--- config.mk ---
export PLATFORM = sky130hd
export DESIGN_NAME = ov_init_seq
export DESIGN_NICKNAME = d
export VERILOG_FILES = /design/src/rtl/ov_pkg.sv /design/src/rtl/ov_init_rom.sv /design/src/rtl/ov_init_seq.sv
export SDC_FILE = /design/constraint.sdc
export NUM_CORES = 1
export LEC_CHECK = 0
export ABC_AREA = 1
export CORE_MARGIN = 2
export CORE_UTILIZATION = 45
export DETAILED_ROUTE_END_ITERATION = 10
export GPL_TIMING_DRIVEN = 0
export PLACE_DENSITY = 0.74
export SKIP_LAST_GASP = 1
export SLEW_MARGIN = 20
export SYNTH_ARGS = -nofsm -noshare
export SYNTH_HDL_FRONTEND = slang
export SYNTH_SLANG_ARGS = --single-unit
--- constraint.sdc ---
create_clock -name clk -period 5.11 [get_ports clk]
set_input_delay 0.7665 -clock clk [delete_from_list [all_inputs] [get_ports clk]]
set_output_delay 0.7665 -clock clk [all_outputs]
set_load 0.005 [all_outputs]
--- src/rtl/ov_pkg.sv ---
// rtl/ov_pkg.sv - shared constants, state encoding and entry decode for the OV init sequencer
package ov_pkg;

    localparam int ENTRY_W   = 16;
    localparam int ROM_DEPTH = 256;
    localparam int ROM_BITS  = ROM_DEPTH * ENTRY_W;

    localparam logic [ENTRY_W-1:0] ENTRY_TERM   = 16'hFFFF;
    localparam logic [7:0]         SUB_DELAY    = 8'hFF;
    localparam logic [7:0]         OV_CHIP_ADDR = 8'h42;

    localparam logic [3:0] ST_IDLE    = 4'd0;
    localparam logic [3:0] ST_PWRUP   = 4'd1;
    localparam logic [3:0] ST_FETCH_A = 4'd2;
    localparam logic [3:0] ST_FETCH_D = 4'd3;
    localparam logic [3:0] ST_ISSUE   = 4'd4;
    localparam logic [3:0] ST_WAIT    = 4'd5;
    localparam logic [3:0] ST_GAP     = 4'd6;
    localparam logic [3:0] ST_DELAY   = 4'd7;
    localparam logic [3:0] ST_DONE    = 4'd8;
    localparam logic [3:0] ST_ERROR   = 4'd9;

    typedef enum logic [1:0] {
        ENT_WRITE,
        ENT_DELAY,
        ENT_TERM
    } entry_kind_e;

    function automatic entry_kind_e entry_kind(input logic [ENTRY_W-1:0] e);
        if (e == ENTRY_TERM) return ENT_TERM;
        if (e[ENTRY_W-1 -: 8] == SUB_DELAY) return ENT_DELAY;
        return ENT_WRITE;
    endfunction

    function automatic int max_int(input int a, input int b);
        return (a > b) ? a : b;
    endfunction

endpackage

--- src/rtl/ov_init_rom.sv ---
// rtl/ov_init_rom.sv - synchronous register-init table; one cycle read latency
module ov_init_rom
    import ov_pkg::*;
#(
    parameter int                  NUM_ENTRIES = 64,
    parameter bit                  USE_TABLE   = 1'b0,
    parameter logic [ROM_BITS-1:0] TABLE       = '0
) (
    input  logic               clk,
    input  logic [7:0]         idx,
    output logic [ENTRY_W-1:0] entry
);

    function automatic logic [ENTRY_W-1:0] default_entry(input logic [7:0] i);
        case (i)
            8'd0:  return 16'h1280;
            8'd1:  return 16'hFF0A;
            8'd2:  return 16'h1214;
            8'd3:  return 16'h1180;
            8'd4:  return 16'h0C04;
            8'd5:  return 16'h3E19;
            8'd6:  return 16'h0400;
            8'd7:  return 16'h40D0;
            8'd8:  return 16'h3A04;
            8'd9:  return 16'h1418;
            8'd10: return 16'h4FB3;
            8'd11: return 16'h50B3;
            8'd12: return 16'h5100;
            8'd13: return 16'h523D;
            8'd14: return 16'h53A7;
            8'd15: return 16'h54E4;
            8'd16: return 16'h589E;
            8'd17: return 16'h3DC0;
            8'd18: return 16'h1714;
            8'd19: return 16'h1802;
            8'd20: return 16'h3280;
            8'd21: return 16'h1903;
            8'd22: return 16'h1A7B;
            8'd23: return 16'h030A;
            8'd24: return 16'h0F41;
            8'd25: return 16'h1E00;
            8'd26: return 16'h330B;
            8'd27: return 16'h3C78;
            8'd28: return 16'h6900;
            8'd29: return 16'h7400;
            8'd30: return 16'hB084;
            8'd31: return 16'hB10C;
            8'd32: return 16'hB20E;
            8'd33: return 16'hB380;
            8'd34: return 16'h703A;
            8'd35: return 16'h7135;
            8'd36: return 16'h7211;
            8'd37: return 16'h73F0;
            8'd38: return 16'hA202;
            default: return ENTRY_TERM;
        endcase
    endfunction

    // Out-of-range addresses read as a terminator so a short table can never run past its end.
    always_ff @(posedge clk) begin
        if (int'(idx) >= NUM_ENTRIES) begin
            entry <= ENTRY_TERM;
        end else if (USE_TABLE) begin
            entry <= TABLE[{idx, 4'h0} +: ENTRY_W];
        end else begin
            entry <= default_entry(idx);
        end
    end

endmodule

--- src/rtl/ov_init_seq.sv ---
// rtl/ov_init_seq.sv - walks the init table and issues one SCCB write per entry, with delays and timeout
module ov_init_seq
    import ov_pkg::*;
#(
    parameter logic [7:0]          CHIP_ADDR     = OV_CHIP_ADDR,
    parameter int                  NUM_ENTRIES   = 64,
    parameter int                  DELAY_UNIT    = 100000,
    parameter int                  POWERUP_WAIT  = 1000000,
    parameter int                  GAP_CYCLES    = 16,
    parameter int                  TIMEOUT       = 65535,
    parameter bit                  AUTO_START    = 1'b1,
    parameter bit                  USE_ROM_TABLE = 1'b0,
    parameter logic [ROM_BITS-1:0] ROM_TABLE     = '0
) (
    input  logic       clk,
    input  logic       reset,
    input  logic       init_start,
    output logic       init_busy,
    output logic       init_done,
    output logic       init_err,
    output logic [7:0] err_index,
    output logic       sccb_start,
    output logic [7:0] sccb_addr,
    output logic [7:0] sccb_subaddr,
    output logic [7:0] sccb_wdata,
    input  logic       sccb_busy,
    input  logic       sccb_done
);

    localparam int DLY_W = $clog2(255 * longint'(DELAY_UNIT) + 1);
    localparam int CW    = max_int(max_int(DLY_W, $clog2(POWERUP_WAIT + 1)),
                                   max_int($clog2(GAP_CYCLES + 1), $clog2(TIMEOUT + 1)));

    logic [3:0]         state;
    logic [8:0]         idx;
    logic               started;
    logic [CW-1:0]      cnt;
    logic [CW-1:0]      cnt_nx;
    logic [CW-1:0]      dly_len;
    logic [7:0]         dly_q;
    logic [ENTRY_W-1:0] entry;
    entry_kind_e        kind;

    ov_init_rom #(
        .NUM_ENTRIES (NUM_ENTRIES),
        .USE_TABLE   (USE_ROM_TABLE),
        .TABLE       (ROM_TABLE)
    ) u_rom (
        .clk   (clk),
        .idx   (idx[7:0]),
        .entry (entry)
    );

    assign kind    = entry_kind(entry);
    assign cnt_nx  = cnt + CW'(1);
    assign dly_len = CW'(dly_q) * CW'(DELAY_UNIT);

    assign init_busy  = !(state == ST_IDLE || state == ST_DONE || state == ST_ERROR);
    assign init_done  = (state == ST_DONE);
    assign init_err   = (state == ST_ERROR);
    assign sccb_start = (state == ST_ISSUE) && !sccb_busy;
    assign sccb_addr  = CHIP_ADDR;

    always_ff @(posedge clk) begin
        if (reset) begin
            state        <= ST_IDLE;
            idx          <= '0;
            started      <= 1'b0;
            cnt          <= '0;
            dly_q        <= '0;
            sccb_subaddr <= '0;
            sccb_wdata   <= '0;
            err_index    <= '0;
        end else begin
            case (state)
                ST_IDLE: begin
                    if ((AUTO_START && !started) || init_start) begin
                        state   <= ST_PWRUP;
                        idx     <= '0;
                        cnt     <= '0;
                        started <= 1'b1;
                    end
                end
                ST_PWRUP: begin
                    if (cnt_nx >= CW'(POWERUP_WAIT)) begin
                        state <= ST_FETCH_A;
                        cnt   <= '0;
                    end else begin
                        cnt <= cnt_nx;
                    end
                end
                ST_FETCH_A: state <= ST_FETCH_D;
                ST_FETCH_D: begin
                    if (idx == 9'(NUM_ENTRIES) || kind == ENT_TERM) begin
                        state <= ST_DONE;
                    end else if (kind == ENT_DELAY) begin
                        if (entry[7:0] == 8'd0) begin
                            idx   <= idx + 9'd1;
                            state <= ST_FETCH_A;
                        end else begin
                            dly_q <= entry[7:0];
                            cnt   <= '0;
                            state <= ST_DELAY;
                        end
                    end else begin
                        sccb_subaddr <= entry[15:8];
                        sccb_wdata   <= entry[7:0];
                        state        <= ST_ISSUE;
                    end
                end
                ST_ISSUE: begin
                    if (!sccb_busy) begin
                        state <= ST_WAIT;
                        cnt   <= CW'(1);
                    end
                end
                // cnt holds cycles since the start pulse; a done in the first of them is stale.
                ST_WAIT: begin
                    if (sccb_done && cnt >= CW'(2)) begin
                        state <= ST_GAP;
                        cnt   <= '0;
                    end else if (cnt_nx >= CW'(TIMEOUT)) begin
                        state     <= ST_ERROR;
                        err_index <= idx[7:0];
                        cnt       <= '0;
                    end else begin
                        cnt <= cnt_nx;
                    end
                end
                ST_GAP: begin
                    if (cnt_nx >= CW'(GAP_CYCLES)) begin
                        idx   <= idx + 9'd1;
                        cnt   <= '0;
                        state <= ST_FETCH_A;
                    end else begin
                        cnt <= cnt_nx;
                    end
                end
                ST_DELAY: begin
                    if (cnt_nx >= dly_len) begin
                        idx   <= idx + 9'd1;
                        cnt   <= '0;
                        state <= ST_FETCH_A;
                    end else begin
                        cnt <= cnt_nx;
                    end
                end
                ST_DONE, ST_ERROR: begin
                    if (init_start) begin
                        state <= ST_PWRUP;
                        idx   <= '0;
                        cnt   <= '0;
                    end
                end
                default: state <= ST_IDLE;
            endcase
        end
    end

endmodule

==> flow_metrics.env <==
export IMPL_dp_cells=1439
export IMPL_r2r_end="idx[8]"
export IMPL_async_flop_share_pct=0
export IMPL_final_cells=1473
export IMPL_synth_warnings=0
export IMPL_hold_depth=2
export IMPL_violations="setup timing"
export IMPL_routed_wl_mm=23.2
export IMPL_place_hpwl_mm=17.8
export IMPL_dr_pass1_iters=5
export IMPL_finalHoldViolCount=0
export IMPL_drv_cap=0
export IMPL_rows=48
export IMPL_io_pins=41
export IMPL_synth_edf_count=0
export IMPL_numCtsBuffers=9
export IMPL_cts_htree_levels=3
export IMPL_synthToLayoutAreaGrowth_pct=17.0
export IMPL_fmax_mhz=195
export IMPL_clk_pin_slew_ps=70
export IMPL_synth_top_area_cell="dfxtp_1"
export IMPL_detail_route_antenna_nets=0
export IMPL_route_detailed_drc=0
export IMPL_arrival_ps=5360
export IMPL_endpoint_kind="flip-flop"
export IMPL_track_usage_pct=25.4
export IMPL_postLayoutCoreUtil_pct=53.1
export IMPL_ys_types=49
export IMPL_cts_hold_buf=0
export IMPL_grt_pass1_wl_mm=37.1
export IMPL_antenna_found_initial=0
export IMPL_switching_share_pct=37.0
export IMPL_min_delay_start="err_index[6]"
export IMPL_crit_fanout=5
export IMPL_grt_overflow=0
export IMPL_pwr_share_comb_pct=31.1
export IMPL_power_frac_seq_pct=36.3
export IMPL_rsz0062_at_grt="yes"
export IMPL_hold_slack_ps=465
export IMPL_netlist_instances=1177
export IMPL_tns_ps=-30.3
export IMPL_drt_iter0_drc=556
export IMPL_synth_seq_area_share_pct=22.4
export IMPL_core_area_um2=17100
export IMPL_clock_power_share_pct=32.6
export IMPL_hold_path_class="flip-flop to flip-flop"
export IMPL_fin_nets=1350
export IMPL_finalCritPeriodShare_pct=100
export IMPL_rr_worst_depth=31
export IMPL_cts_sink_count=87
export IMPL_worst_pin_slew_ps=814
export IMPL_cts_buffer_depth=2
export IMPL_start_util_pct=45.4
export IMPL_critical_path_slowest_cell="fa_1"
export IMPL_fin_ws_ps=-11.5
export IMPL_vias=7925
export IMPL_slew_viol_final=0
export IMPL_fin_crit_ps=5120
export IMPL_clk_latency_ps=350
export IMPL_first_global_vias=7529
export IMPL_pwr_density_cell_nw_per_um2=224
export IMPL_slowest_delay_ps=530
export IMPL_dp_slack_ps=-606
export IMPL_syn_area_per_cell_um2=6.60
export IMPL_synth_seq_cells=87
export IMPL_grt_start_max_net_pins=19
export IMPL_setup_viol=5
export IMPL_cts_root_buf="clkbuf_16"
export IMPL_die_area_um2=18300
export IMPL_start_kind="flip-flop"
export IMPL_synth_ff_type="dfxtp_1"
export IMPL_cts_tree="built"
export IMPL_yosysTopAreaCellShare_pct=22.4
export IMPL_slew_headroom_pct=45.7
export IMPL_drt_wirelength_per_cell_um=15.7
export IMPL_power_leakage_nw=4.06
export IMPL_clock_skew_ps=12.2
export IMPL_die_y_um=135
export IMPL_antenna_cells=0
export IMPL_status="finished with violations"
export IMPL_die_w_um=135
export IMPL_ys_top_cells_by_area="dfxtp_1 (22%), ha_1 (14%), nand2_1 (14%)"
export IMPL_max_vdd_ir_drop_v=0.000195
export IMPL_viasPerCell=5.38
export IMPL_gp_congestion=1.01
export IMPL_drive_above_1_share_pct=13.4
export IMPL_reg2reg_from="dly_q[4]"
export IMPL_holdPathEnd="err_index[6]"
export IMPL_internal_power_mw=1.29
export IMPL_criticalPathCategory="flip-flop to flip-flop"
export IMPL_syn_area_um2=7770
export IMPL_cp_required_ps=5350
export IMPL_io_buffers=31
export IMPL_regToRegSetupSlack_ps=-10
export IMPL_p_sw_mw=0.754
## cell usage after synthesis (all sizes together) (14+ instances only)
cell type,count
a21oi,100
buf,15
clkbuf,19
dfxtp,87
ha,90
inv,133
nand2,322
nand3,86
nand4,21
nor2,152
nor3,17
o21ai,60
xor2,14
## state kept, by name (all words and copies together) (netlist names)
name / flops
started: 1
state: 4
dly_q: 8
err_index: 8
sccb_wdata: 8
u_rom.entry: 16
cnt: 25
sccb_subaddr: 8
idx: 9
## how the worst max path moves through the flow
stage             start  endpoint  slack (ps)
2_1_floorplan  dly_q[2]    cnt[9]         120
3_3_place_gp   dly_q[2]   cnt[12]        -550
3_5_place_dp   dly_q[2]    idx[6]        -610
4_1_cts        dly_q[4]    idx[6]           5
5_1_grt        dly_q[4]    idx[4]        -270
6_report       dly_q[4]    idx[8]         -10
## kinds of logic after synthesis
group | after synthesis | share of synthesized area [%]
buffers and inverters | 170 | 9.13
XOR/XNOR | 18 | 2.03
other | 2 | 0.0966
adder cells (fa/ha/maj) | 102 | 17.6
AND/OR/NAND/NOR | 614 | 35.0
flip-flops | 87 | 22.4
AO/OA/AOI/OAI | 184 | 13.7
## placed cells by master (no fill, tap or decap), types with 4 or more instances in the layout
cell             instances
fa_1                    11
nor3_1                  15
nand4_1                 21
inv_1                  125
nand2_2                 35
nand3_2                  4
xor2_1                  12
clkdlybuf4s50_1         31
buf_4                   25
inv_2                    7
o211ai_1                 8
xnor2_1                  4
a211oi_1                 4
dfxtp_1                 81
nor4_1                   9
ha_1                    79
nand2_4                  6
nor2_2                   8
o21ai_0                 53
a21oi_2                 24
a21oi_1                 75
clkbuf_16                9
nor2_4                   5
nor2_1                 138
nand3_1                 81
nand2_1                281
conb_1                   8
o21ai_1                  4
clkbuf_1                19
ha_4                    11
## power by group through the flow
| stage | sequential [mW] | combinational [mW] | clock [mW] |
|---|---|---|---|
| after CTS | 0.740 | 0.586 | 0.673 |
| after global placement | 0.756 | 0.558 | 0 |
| after global routing | 0.744 | 0.690 | 0.696 |
| final | 0.740 | 0.635 | 0.665 |
| after detailed placement | 0.757 | 0.559 | 0 |
| after floorplan | 0.748 | 0.415 | 0 |
## through the flow
step / total power, mW / cell area [um2]
2_1_floorplan: 1.16 / 7790
3_3_place_gp: 1.31 / 8390
3_5_place_dp: 1.32 / 8390
4_1_cts: 2.00 / 8980
5_1_grt: 2.13 / 9090
6_report: 2.04 / 9090
## worst max-delay path: cells and delay by family, from the launching register on
kind	cells	cell delay, ps
xor+xnor	1	170
buf+inv	5	320
flops	1	380
fa+ha+maj	6	2090
compound gates	7	810
simple gates	12	1250
## final cells by class
class / instances / area (um2)
Fill cell: 1693 / 8030
Multi-Input combinational cell: 926 / 5590
Sequential cell: 87 / 1760
Inverter: 136 / 513
Timing Repair Buffer: 49 / 449
Tap cell: 225 / 282
Clock buffer: 9 / 225
Buffer: 34 / 199
Clock inverter: 7 / 76.3
## metal layers
| metal | wire (um) | up-vias | global-route usage, % |
|---|---|---|---|
| li1 | - | 3972 | - |
| met1 | 9640 | 3609 | 30.2 |
| met2 | 11400 | 274 | 44.9 |
| met3 | 1060 | 70 | 3.78 |
| met4 | 1080 | 0 | 12.0 |
| met5 | 0 | - | 0 |
## repair_timing
action / in CTS / in global routing
resized for setup: 31 / 28
buffers inserted: 14 / 3
pin swaps: 13 / 8
cloned: 1 / 0
setup endpoints to repair: 38 / 38
Power figures use the tool's default switching activity.
